**src/rtl/instr_fetch_unit.sv**
```systemverilog
// instr_fetch_unit: LEGv8 fetch stage owning the PC, one outstanding imem request, one output holding register
// Ports: clk/reset (sync, active-high); imem_req/imem_addr/imem_ready issue a fetch,
// imem_rvalid/imem_rdata return the word; instr_valid/instr/opcode/instr_pc/instr_ready hand it
// to decode; br_valid/Branch/UncondBranch/Zero/br_target redirect the PC.
module instr_fetch_unit #(
  parameter int ADDR_W = 64,
  parameter logic [ADDR_W-1:0] RESET_PC = '0
) (
  input  logic              clk,
  input  logic              reset,
  output logic              imem_req,
  output logic [ADDR_W-1:0] imem_addr,
  input  logic              imem_ready,
  input  logic              imem_rvalid,
  input  logic [31:0]       imem_rdata,
  output logic              instr_valid,
  output logic [31:0]       instr,
  output logic [10:0]       opcode,
  output logic [ADDR_W-1:0] instr_pc,
  input  logic              instr_ready,
  input  logic              br_valid,
  input  logic              Branch,
  input  logic              UncondBranch,
  input  logic              Zero,
  input  logic [ADDR_W-1:0] br_target
);
  typedef enum logic [1:0] {S_REQ, S_WAIT, S_OUT} state_t;
  state_t state, state_n;
  logic [ADDR_W-1:0] pc, pc_n, iss_addr, iss_addr_n, instr_pc_n;
  logic [31:0] instr_n;
  logic squash, squash_n, take, issue, drop;
  assign take = br_valid && (UncondBranch || (Branch && Zero));
  assign imem_req = state == S_REQ;
  assign imem_addr = pc;
  assign issue = imem_req && imem_ready;
  assign instr_valid = state == S_OUT;
  assign opcode = instr[31:21];
  // a returning word is wrong-path if a redirect happened earlier or lands this cycle
  assign drop = squash || take;
  always_ff @(posedge clk) begin
    if (reset) begin
      state <= S_REQ;
      pc <= RESET_PC;
      squash <= 1'b0;
      iss_addr <= '0;
      instr <= '0;
      instr_pc <= '0;
    end else begin
      state <= state_n;
      pc <= pc_n;
      squash <= squash_n;
      iss_addr <= iss_addr_n;
      instr <= instr_n;
      instr_pc <= instr_pc_n;
    end
  end
  always_comb begin
    state_n = state;
    squash_n = squash;
    iss_addr_n = iss_addr;
    instr_n = instr;
    instr_pc_n = instr_pc;
    pc_n = take ? br_target & ~ADDR_W'(3) : issue ? pc + ADDR_W'(4) : pc;
    case (state)
      S_REQ: begin
        state_n = issue ? S_WAIT : S_REQ;
        squash_n = issue && take;
        iss_addr_n = issue ? pc : iss_addr;
      end
      S_WAIT: begin
        state_n = imem_rvalid ? (drop ? S_REQ : S_OUT) : S_WAIT;
        squash_n = !imem_rvalid && drop;
        instr_n = imem_rvalid && !drop ? imem_rdata : instr;
        instr_pc_n = imem_rvalid && !drop ? iss_addr : instr_pc;
      end
      S_OUT: state_n = take || instr_ready ? S_REQ : S_OUT;
      default: state_n = S_REQ;
    endcase
  end
endmodule

```
**config.mk**
```make
export PLATFORM = sky130hd
export DESIGN_NAME = instr_fetch_unit
export DESIGN_NICKNAME = d
export VERILOG_FILES = /design/src/rtl/instr_fetch_unit.sv
export SDC_FILE = /design/constraint.sdc
export NUM_CORES = 1
export LEC_CHECK = 0
export BUFFER_PORTS_ARGS = -buffer_cell sky130_fd_sc_hd__buf_2
export CORE_MARGIN = 4
export CORE_UTILIZATION = 47
export DETAILED_ROUTE_END_ITERATION = 8
export PLACE_DENSITY = 0.72
export SLEW_MARGIN = 40
export SYNTH_ARGS = -nofsm -noshare
export SYNTH_HDL_FRONTEND = slang
export SYNTH_SLANG_ARGS = --single-unit
export TNS_END_PERCENT = 20
```
**constraint.sdc**
```tcl
create_clock -name clk -period 4.1 [get_ports clk]
set_input_delay 0 -clock clk [delete_from_list [all_inputs] [get_ports clk]]
set_output_delay 0 -clock clk [all_outputs]
set_load 0.05 [all_outputs]
```
* Yosys cells after proc, flatten, opt, wreduce, memory -nomap -nowiden
Cells that the tools add are included.
Storage, ports and cells: logic and storage cells 35, output and inout port bits 173, input bits 105, register bits 227
Operators by class: reductions and logical operators 17, equal/unequal tests 2, multiplexer cells 8, $add $sub $neg 1
Operator list (count):
- 64-bit two-way mux | 2
- 64-bit by 3-bit adder with 64-bit output (second input constant) | 1
- 1-bit logical AND | 6
- 2-bit two-way mux | 3
- 2-bit one-hot mux with 3 select lines | 1
- 2-bit AND reduction | 2
- 2-bit nonzero test | 2
- 1-bit logical OR | 3
- 2-bit by 1-bit equality test with 1-bit output (second input constant) | 1
- 2-bit equality test (second input constant) | 1
- 1-bit zero test | 2
- 2-bit zero test | 1
- 1-bit one-hot mux with 2 select lines | 1
- 2-bit OR reduction | 1
- 1-bit two-way mux | 1

* Depth between registers and ports, before layout
depth in word-level cells 7, depth in mapped cells 9

* Worst setup path after synthesis
Ideal clock, no wire load.
path type reg2reg, from reg pc[10] (netlist: imem_addr[10]), to reg pc[52] (netlist: imem_addr[52]), stages on the path, launching flop included 7, arrival time 2.640 ns, setup slack 1.369 ns, cell sequence dfxtp_1 nand4_1 or4_1 or4_1 buf_2 or4b_1 a311oi_1
Between the ends: word-level cells in the longest chain between the ends 3
RTL lines:
- from (decl) | RTL line 29 | logic [ADDR_W-1:0] pc, pc_n, iss_addr, iss_addr_n, instr_pc_n;
- from (signal assigned) | RTL line 50 | pc <= pc_n;
- 64-bit by 3-bit adder with 64-bit output | RTL line 63 | pc_n = take ? br_target & ~ADDR_W'(3) : issue ? pc + ADDR_W'(4) : pc;
- 64-bit two-way mux (2 in series) | RTL line 63
No other way between the ends. The select of a mux whose other input is x is not followed. A chain may end at the register's enable or synchronous reset.

* Worst setup path in the final report
from reg pc[10] (netlist: imem_addr[10]), to reg pc[58] (netlist: imem_addr[58])
Same word-level chain as after synthesis.

==> reports/qor.csv <==
metric,value,unit
design.die.area,21800,sq um
grt_pass1_vias,8958,
finClkSkew,0.0211,ns
cts_max_level,1,
rsz0062_at_grt,false,
max-slew-margin-rel,49.1,%
vias,9454,
hpwl,18400,microns
holdPathEnd,iss_addr[9],
cp.arrival,3.39,ns
synth_area_leaders,"dfxtp_1, nand2_1, a21oi_1",
overflow,0,
async_reset_ff_share,0,%
drt-wirelength-per-cell,16.5,microns
grt_first_pass_wirelength,46600,microns
ys_warn_count,0,
start_util,48.3,%
finalPower,5.26,mW
yosys.area.top_type,dfxtp_1,
r2r-end,imem_addr[58],
power_leakage,4.90,nW
syn_to_final_growth,35.2,%
die_y,148,microns
status,completed,
hold_class,primary input to flop,
startpoint_type,flop,
synth_seq_cells,221,
grt_max_degree,140,
end_kind,flop,
slew_violations,0,
holdWs,0.110,ns
crit_type,flop to flop,
drtPass1Iterations,5,
hold_path_depth,4,
ys_types,48,
cts_setup_buffers,0,
insertion_delay,0.52,ns
setup_viol,0,
critPathMaxFanout,25,
min_period,2.98,ns
drtAntennaViolNets,0,
ys_dominant_reg_cell,dfxtp_1,
std_cell_rows,50,
clock-sinks,221,
coreArea,19000,sq um
maxCapViolations,0,
tritoncts,done,
num_io_pins,278,
r2r.worst_path.cells,5,
gr-usage-all-layers,25.4,%
synth_area,9160,sq um
viasPerCell,5.40,
clk_path_buf_depth,3,
worstPathRequired,4.50,ns
worst_pin_slew,0.763,ns
yosysSeqAreaShare,48.3,%
yosysTopAreaCellShare,48.3,%
hold_viol,0,
syn_inst,1167,
r2r-start,imem_addr[10],
synth_edf_count,0,
drc,0,
ff2ff_setup_slack,1.12,ns
hold_buffers,97,
power_density,425,nW/um^2
nets,1582,
cts.repair.resized,0,
antenna_found_initial,0,
drtIter0Drc,606,
period_share,72.7,%
fin_setup_tns,0,ns
n_antenna_cell,0,
place.gp.congestion,0.839,
max_freq,335,MHz
port_buffers,271,
numCtsBuffers,24,
die_w,148,microns
ctsRootBufferMaster,clkbuf_16,
hp-start,imem_ready,
wl,28800,microns
peakVddDrop,320,uV
avgSynthCellArea,7.85,sq um
clkTransAtPathRegs,0.06,ns
drive_gt1_share,22.5,%
-- final cells by class --
| class | count | area [sq um] |
|---|---|---|
| Tap cell | 260 | 325 |
| Fill cell | 1558 | 6570 |
| Clock buffer | 36 | 757 |
| Timing Repair Buffer | 379 | 2480 |
| Multi-Input combinational cell | 839 | 4300 |
| Clock inverter | 6 | 57.6 |
| Sequential cell | 221 | 4420 |
| Inverter | 11 | 41.3 |
-- cell usage after synthesis, types with 5 or more instances --
library cell	n
clkbuf_1	74
o31ai_1	8
a21oi_1	158
and2_1	5
xnor2_1	21
o21ai_0	16
inv_1	11
dfxtp_1	221
and3_1	8
nand2_1	342
a311oi_1	24
nor2_1	68
or4_1	12
buf_4	15
nand3b_1	9
and4_1	6
nand4_1	23
nand3_1	25
or3_1	15
xor2_1	10
buf_1	8
nor3_1	15
a211oi_1	31
nor4_1	9
-- logic make-up (layout without fill, tap and decap cells) --
logic type,count (synthesis),count (layout),synth area share (%)
simple gates,553,553,27.1
compound gates,250,250,16.2
flops,221,221,48.3
buf+inv,110,432,5.22
xor+xnor,31,31,2.96
fa+ha+maj,1,1,0.137
other cells,1,4,0.0409
-- cells in the final DEF, fill, tap and decap left out, types with 4 or more instances in the layout --
master,n
clkbuf_8,9
nor2_1,68
buf_2,270
xor2_1,10
and3_1,8
a21oi_1,158
conb_1,4
dfxtp_1,221
o31ai_1,8
xnor2_1,21
nand3b_1,9
or4_1,11
and2_1,4
and4_1,6
a211oi_1,31
nor3_1,15
o21ai_0,16
buf_4,6
a311oi_1,24
clkinv_2,4
nand4_1,23
clkbuf_16,25
inv_1,11
nand2_1,341
or3_1,15
nor4_1,9
dlygate4sd3_1,98
nand3_1,25
-- worst max-delay path by stage --
stage | endpoint | slack, ns | from | cells past startpoint
after floorplan | imem_addr[52] | 1.37 | imem_addr[10] | 6
after global placement | imem_addr[52] | 1.24 | imem_addr[9] | 5
after detailed placement | imem_addr[60] | 1.14 | imem_addr[10] | 5
after CTS | imem_addr[60] | 1.10 | imem_addr[10] | 5
after global routing | imem_addr[52] | 0.91 | imem_addr[10] | 5
final | imem_addr[58] | 1.12 | imem_addr[10] | 5
-- stage by stage --
step | instances | setup slack [ns] | area, sq um | util [%]
detailed placement | 1611 | 1.14 | 10600 | 55.7
global placement | 1609 | 1.24 | 10500 | 55.4
finish | 1752 | 1.12 | 12400 | 65.3
CTS | 1750 | 1.10 | 12300 | 65.1
global route | 1752 | 0.908 | 12400 | 65.3
floorplan | 1170 | 1.37 | 9170 | -
-- layer usage --
metal / share of wire [%] / global-route usage [%] / routed length (microns) / vias to the layer above
met5: 0 / 0 / 0 / -
met4: 2.1 / 6.24 / 599 / 0
met3: 8.3 / 5.33 / 2410 / 44
met2: 48 / 44.0 / 13900 / 393
met1: 41 / 32.6 / 11900 / 4393
li1: - / - / - / 4624
-- critical path: stages (launching register included) --
cell	delay (ns)
dfxtp_1	0.48
nand4_1	0.25
or4_1	0.48
or4_2	0.83
or4_1	0.56
a311oi_1	0.26
-- flip-flops by register name (all words and copies together), names as in the netlist --
signal and cells:
imem_addr 62, instr_pc 62, iss_addr 62, instr 32, state 2, squash 1
-- where the power goes --
part           leakage [nW]  internal (mW)  switching [mW]  total, mW
clock                 0.405           1.33           0.854       2.18
combinational          2.70          0.235           0.506      0.741
sequential             1.80           2.23           0.104       2.34
total                  4.90           3.80            1.46       5.26
Note: power is estimated with default switching activity, not from simulation.
